<file path="src/rtl/relay_arm_framer.sv">
// Packs decoded relay bits into bytes, buffers them in a small FIFO and streams them to the ARM over SSP.
// Define RELAY_ARM_FRAMER_TIMESTAMP_EN to prefix each capture with a 16-bit strobe-count header.
module relay_arm_framer #(
  parameter int FIFO_DEPTH = 8,
  parameter int SSP_DIV    = 8,
  parameter int IDLE_BYTES = 2
) (
  input  logic                          clk,
  input  logic                          reset,
  input  logic                          enable,
  input  logic                          bit_in,
  input  logic                          bit_valid,
  output logic                          ssp_clk,
  output logic                          ssp_frame,
  output logic                          ssp_din,
  output logic                          overflow,
  output logic [$clog2(FIFO_DEPTH):0]   fifo_level
);
  localparam int AW = $clog2(FIFO_DEPTH);
  localparam int LW = AW + 1;
  localparam int DW = $clog2(SSP_DIV);
  localparam int ZW = $clog2(IDLE_BYTES + 1);

  typedef enum logic {P_IDLE, P_PACK} pk_state_t;
  typedef enum logic {S_IDLE, S_SHIFT} ser_state_t;

  pk_state_t     pk_state, pk_state_nx;
  logic [7:0]    pk_sr, pk_sr_nx;
  logic [2:0]    pk_cnt, pk_cnt_nx;
  logic [ZW-1:0] zero_cnt, zero_cnt_nx;
  logic          pend_vld, pend_vld_nx;
  logic [7:0]    pend_byte, pend_byte_nx;

  logic          push, pop, push_ok, full, empty, hdr_drop;
  logic [7:0]    push_data, rd_data;
  logic [7:0]    mem [FIFO_DEPTH];
  logic [AW-1:0] wr_ptr, rd_ptr;
  logic [LW-1:0] level;

  // A completed byte is parked in pend_byte and pushed on the following edge.
  always_comb begin
    pk_state_nx  = pk_state;
    pk_sr_nx     = pk_sr;
    pk_cnt_nx    = pk_cnt;
    zero_cnt_nx  = zero_cnt;
    pend_vld_nx  = 1'b0;
    pend_byte_nx = pend_byte;
    if (!enable) begin
      pk_state_nx = P_IDLE;
      pk_cnt_nx   = 3'd0;
      zero_cnt_nx = '0;
    end else if (bit_valid) begin
      case (pk_state)
        P_IDLE: begin
          if (bit_in) begin
            pk_state_nx = P_PACK;
            pk_sr_nx    = 8'h01;
            pk_cnt_nx   = 3'd1;
          end
        end
        default: begin
          pk_sr_nx = {pk_sr[6:0], bit_in};
          if (pk_cnt == 3'd7) begin
            pend_vld_nx  = 1'b1;
            pend_byte_nx = {pk_sr[6:0], bit_in};
            pk_cnt_nx    = 3'd0;
            if (pend_byte_nx == 8'h00) begin
              if (zero_cnt == ZW'(IDLE_BYTES - 1)) begin
                pk_state_nx = P_IDLE;
                zero_cnt_nx = '0;
              end else begin
                zero_cnt_nx = zero_cnt + 1'b1;
              end
            end else begin
              zero_cnt_nx = '0;
            end
          end else begin
            pk_cnt_nx = pk_cnt + 3'd1;
          end
        end
      endcase
    end
  end

  always_ff @(posedge clk or negedge reset) begin
    if (!reset) begin
      pk_state  <= P_IDLE;
      pk_sr     <= 8'h00;
      pk_cnt    <= 3'd0;
      zero_cnt  <= '0;
      pend_vld  <= 1'b0;
      pend_byte <= 8'h00;
    end else begin
      pk_state  <= pk_state_nx;
      pk_sr     <= pk_sr_nx;
      pk_cnt    <= pk_cnt_nx;
      zero_cnt  <= zero_cnt_nx;
      pend_vld  <= pend_vld_nx;
      pend_byte <= pend_byte_nx;
    end
  end

`ifdef RELAY_ARM_FRAMER_TIMESTAMP_EN
  localparam logic [LW:0] ROOM_MAX = (LW + 1)'(FIFO_DEPTH - 2);
  logic        trigger, hdr_room;
  logic [15:0] ts_cnt, hdr_val;
  logic [1:0]  hdr_cnt;

  assign trigger  = enable && bit_valid && bit_in && (pk_state == P_IDLE);
  // Room is judged including a data byte still waiting to be pushed.
  assign hdr_room = ({1'b0, level} + {{LW{1'b0}}, pend_vld}) <= ROOM_MAX;
  assign hdr_drop = trigger && !hdr_room;

  always_ff @(posedge clk or negedge reset) begin
    if (!reset) begin
      ts_cnt  <= 16'h0000;
      hdr_val <= 16'h0000;
      hdr_cnt <= 2'd0;
    end else begin
      if (bit_valid) ts_cnt <= ts_cnt + 16'd1;
      if (trigger && hdr_room) begin
        hdr_cnt <= 2'd2;
        hdr_val <= ts_cnt;
      end else if (hdr_cnt != 2'd0) begin
        hdr_cnt <= hdr_cnt - 2'd1;
      end
    end
  end

  assign push      = pend_vld || (hdr_cnt != 2'd0);
  assign push_data = (hdr_cnt == 2'd2) ? hdr_val[15:8] :
                     (hdr_cnt == 2'd1) ? hdr_val[7:0]  : pend_byte;
`else
  assign push      = pend_vld;
  assign push_data = pend_byte;
  assign hdr_drop  = 1'b0;
`endif

  // push is valid, !full || pop is ready; a byte moves only when both hold, else it is dropped.
  assign full    = (level == LW'(FIFO_DEPTH));
  assign empty   = (level == '0);
  assign push_ok = push && (!full || pop);
  assign rd_data = mem[rd_ptr];
  assign fifo_level = level;

  always_ff @(posedge clk) begin
    if (push_ok) mem[wr_ptr] <= push_data;
  end

  always_ff @(posedge clk or negedge reset) begin
    if (!reset) begin
      wr_ptr   <= '0;
      rd_ptr   <= '0;
      level    <= '0;
      overflow <= 1'b0;
    end else begin
      if (push_ok) wr_ptr <= wr_ptr + 1'b1;
      if (pop)     rd_ptr <= rd_ptr + 1'b1;
      if (push_ok && !pop)      level <= level + 1'b1;
      else if (!push_ok && pop) level <= level - 1'b1;
      if ((push && !push_ok) || hdr_drop) overflow <= 1'b1;
    end
  end

  ser_state_t    s_state, s_state_nx;
  logic [7:0]    s_sr, s_sr_nx;
  logic [2:0]    s_cnt, s_cnt_nx;
  logic          din_nx, frame_nx, rise;
  logic [DW-1:0] div_cnt, div_nx;

  assign rise   = (div_cnt == DW'(SSP_DIV - 1));
  assign div_nx = rise ? '0 : div_cnt + 1'b1;

  // Serial outputs only move at rising points so they are stable at the ARM's falling-edge sample.
  always_comb begin
    s_state_nx = s_state;
    s_sr_nx    = s_sr;
    s_cnt_nx   = s_cnt;
    din_nx     = ssp_din;
    frame_nx   = ssp_frame;
    pop        = 1'b0;
    if (rise) begin
      if (s_state == S_SHIFT && s_cnt != 3'd0) begin
        s_sr_nx  = {s_sr[6:0], 1'b0};
        din_nx   = s_sr[6];
        frame_nx = 1'b0;
        s_cnt_nx = s_cnt - 3'd1;
      end else if (!empty) begin
        pop        = 1'b1;
        s_sr_nx    = rd_data;
        din_nx     = rd_data[7];
        frame_nx   = 1'b1;
        s_cnt_nx   = 3'd7;
        s_state_nx = S_SHIFT;
      end else begin
        din_nx     = 1'b0;
        frame_nx   = 1'b0;
        s_state_nx = S_IDLE;
      end
    end
  end

  always_ff @(posedge clk or negedge reset) begin
    if (!reset) begin
      div_cnt   <= '0;
      ssp_clk   <= 1'b0;
      s_state   <= S_IDLE;
      s_sr      <= 8'h00;
      s_cnt     <= 3'd0;
      ssp_din   <= 1'b0;
      ssp_frame <= 1'b0;
    end else begin
      div_cnt   <= div_nx;
      ssp_clk   <= (div_nx < DW'(SSP_DIV / 2));
      s_state   <= s_state_nx;
      s_sr      <= s_sr_nx;
      s_cnt     <= s_cnt_nx;
      ssp_din   <= din_nx;
      ssp_frame <= frame_nx;
    end
  end
endmodule
</file>
<file path="config.mk">
export PLATFORM = sky130hd
export DESIGN_NAME = relay_arm_framer
export DESIGN_NICKNAME = d
export VERILOG_FILES = /design/src/rtl/relay_arm_framer.sv
export SDC_FILE = /design/constraint.sdc
export NUM_CORES = 1
export LEC_CHECK = 0
export CORE_ASPECT_RATIO = 1.4
export CORE_MARGIN = 2
export CORE_UTILIZATION = 60
export CTS_BUF_LIST = sky130_fd_sc_hd__clkbuf_4
export DETAILED_ROUTE_END_ITERATION = 7
export PLACE_DENSITY = 0.84
export SYNTH_ARGS = -nofsm -noshare
export SYNTH_HDL_FRONTEND = slang
export SYNTH_SLANG_ARGS = --single-unit
</file>
<file path="constraint.sdc">
create_clock -name clk -period 3.79 [get_ports clk]
set_input_delay 0.379 -clock clk [delete_from_list [all_inputs] [get_ports clk]]
set_output_delay 0.379 -clock clk [all_outputs]
set_load 0.005 [all_outputs]
</file>
==> results.md <==
* Total CTS buffers at 17
* H-tree depth at 4
* Initial core utilization at 62.0%
* Unique masters post-synth at 53
* Clk_skew at 0.0153 ns
* Prevailing post-synth register cell: edfxtp_1
* Drt wl/cell at 18.8 µm
* DRC at 0
* Final WS setup at 0.667 ns
* Async SR Flop Fraction at 43.9%
* CP max stage delay at 0.39 ns
* Seq cells post-synth at 114
* Reg-to-reg slack, setup at 0.67 ns
* Setup TNS at 0 ns
* RSZ-0062 raised after global routing: no
* HPWL after DPL at 5960 µm
* First-pass DRT Iterations at 7
* Net Sw Frac at 21.5%
* Synthesized area per cell at 14.7 µm²
* Clk root buf: clkbuf_4
* Reg clk slew, reported paths at 0.10 ns
* Synthesized cell area at 4810 µm²
* Hold Fails Final Rpt at 0
* Place WS at 0.675 ns
* Sw Pwr at 0.000489 W
* Total GRT Usage at 22.8%
* Grt total ovfl at 0
* Sequential share of power at 57.9%
* Area Overhead vs Synth at 10.8%
* Total power at 0.00228 W
* Outcome: finished clean
* Clock latency on the worst-skew pair at 0.52 ns
* PortBufs at 12
* Placer congestion estimate at 0.769
* Worst Setup End Kind: flop
* Max-cap violations at 0
* FF+latch area at 3170 µm²
* Clock power share at 40.2%
* Critical Path Start: s_cnt[0]
* Cells after Synth at 327
* PwrDens at 428 nW/µm²
* Nets at 369
* Max Fclk at 320 MHz
* Fin. max-slew vios at 0
* Pin count of the biggest net entering global routing at 37
* Critical Path Sink: fifo_level[3]
* CP top delay family: adder cells
* Initial antenna violation count at 0
* Via count of the routed design at 2740
* FF-to-FF path depth at 14
* Critical path cell sequence: inv_1 -> ha_1 -> ha_1 -> nor2b_1 -> buf_4 -> o211ai_2 -> nand2_1 -> inv_1 -> ha_1 -> inv_1 -> ha_1 -> a21o_1 -> a2111oi_0 -> o31ai_1
* # setup viols final at 0
* WS Path Type: flop to flop
* Crit start category: flop
* P_leak at 1.97 nW
* HP Class: input port to async pin
* Vias per cell at 5.89
* R2r endpoint: fifo_level[3]
* CTS sink count at 114
* Clock Path Buffers at 2
* Worst slew pin tran at 0.927 ns
* # diodes at 0
* Most frequent cells in the layout: edfxtp_1, dfrtp_1, nor2_1, clkbuf_4, nand2_1
* CTS tree: built
* Die H at 110 µm
* Core Box Area at 7750 µm²
* Drt total wl at 8740 µm
* Number of global-route vias before repair at 2849
* Top Ports at 13
* Net Count, Synth at 344
* DR iter-0 viols at 150
* Max Fanout on Critical Path at 10
* Top cell by count, worst path: ha_1
* First-pass GRT wire length at 14300 µm
* Buf/Inv on CP at 4
* Part of the Yosys area used for sequential elements at 66.0%
* CP Data Required Time at 4.19 ns
* Final Cycle Share at 82.4%
* Most common cell after layout, fill and taps aside: edfxtp_1
* Filler cells at 516
* Internal power at 0.00179 W
* Die width at 79.7 µm
* Footprint of the multi-input gates at 1500 µm²
* Critical path arrival at 3.52 ns
* Final period demand of the worst path at 3.12 ns
* Worst VDD drop at 291 µV
* Post-synth EDFFs at 64
* Slew Limit Headroom at 38.0%
* Critical path depth at 14
* Final ANT Viol Nets at 0
* DIE AREA at 8750 µm²
* Row count at 38
* Layout cells sized above 1 at 19.5%
* Crit Reg-Reg Startpoint: s_cnt[0]
* Combinational power share at 2.0%
* Slowest cell on the critical path: a2111oi_0
* Yosys warns at 0
cell families (layout without fill, tap and decap cells):
group	after synthesis	in the layout	share of synthesized area, %
simple gates	72	72	7.63
xor+xnor	6	6	1.09
fa+ha+maj	12	12	3.28
compound gates	59	59	10.1
flops	114	114	66.0
mux	36	36	8.98
buf+inv	28	66	2.89
worst register-to-register path: stages (launching register included):
cell and delay, ns:
dfrtp_1 0.37, inv_1 0.05, ha_1 0.20, ha_1 0.21
nor2b_1 0.14, buf_4 0.23, o211ai_2 0.13, nand2_1 0.24
inv_1 0.07, ha_1 0.22, inv_1 0.17, ha_1 0.26
a21o_1 0.20, a2111oi_0 0.39, o31ai_1 0.13
timing repair:
action                                 in CTS  in global routing
buffers inserted                            0                  0
endpoints found under the hold margin      14                  0
gates resized for setup                     0                  0
hold buffers                                1                  0
routing by layer:
layer	part of all wire, %	wire length (µm)	track usage [%]
met1	40	3500	25.9
met4	2.0	178	11.0
met2	54	4730	39.3
met3	3.7	325	6.90
met5	0	0	0
power groups by stage:
stage                     clock network, W   logic, W  registers, W
after floorplan                          0  0.0000262       0.00134
after global placement                   0  0.0000435       0.00134
after detailed placement                 0  0.0000457       0.00134
after CTS                         0.000940  0.0000466       0.00132
after global routing              0.000989  0.0000525       0.00132
final                             0.000915  0.0000455       0.00132
area by class of cell:
type | instances | share of cell area [%]
clock inverters | 14 | 3.08
multi-input cells | 185 | 28.1
clock buffers | 18 | 2.54
flip-flops and latches | 114 | 59.6
repair buffers | 21 | 3.48
well taps | 100 | 2.35
inverters | 13 | 0.916
cells in the mapped netlist (all sizes together) (5+ instances only):
| cell type | n | area [µm²] |
|---|---|---|
| mux2i | 15 | 150 |
| buf | 8 | 63.8 |
| clkbuf | 7 | 26.3 |
| o21ai | 11 | 70.1 |
| ha | 11 | 138 |
| mux2 | 17 | 191 |
| a2111oi | 5 | 68.8 |
| edfxtp | 64 | 1920 |
| dfrtp | 50 | 1250 |
| inv | 13 | 48.8 |
| xnor2 | 6 | 52.6 |
| o31ai | 5 | 37.5 |
| nor2 | 18 | 67.6 |
| nor3 | 9 | 45.0 |
| nand2 | 17 | 63.8 |
| nand3 | 6 | 35.0 |
| nor4 | 5 | 37.5 |
| a22o | 12 | 105 |
sequential cells by signal, indices dropped and copies added (netlist names):
register    cells
pk_sr           7
fifo_level      4
s_sr            7
s_cnt           3
zero_cnt        2
div_cnt         3
pend_vld        1
s_state         1
overflow        1
mem            64
pend_byte       8
ssp_din         1
pk_state        1
ssp_frame       1
pk_cnt          3
wr_ptr          3
ssp_clk         1
rd_ptr          3
worst min-delay path by stage:
stage / slack [ns] / end
2_1_floorplan: 0.08 / div_cnt[0]
3_3_place_gp: 0.29 / s_sr[3]
3_5_place_dp: 0.29 / s_sr[4]
4_1_cts: 0.24 / fifo_level[0]
5_1_grt: 0.26 / fifo_level[0]
6_report: 0.27 / fifo_level[0]
metrics by stage:
step | cell area (µm²) | instances | utilization, % | hold WS, ns
2_1_floorplan | 4810 | 327 | - | 0.0834
3_5_place_dp | 5020 | 432 | 64.7 | 0.294
5_1_grt | 5330 | 465 | 68.7 | 0.259
4_1_cts | 5330 | 465 | 68.7 | 0.240
3_3_place_gp | 5020 | 432 | 64.7 | 0.290
6_report | 5330 | 465 | 68.7 | 0.274
Power figures use the tool's default switching activity.
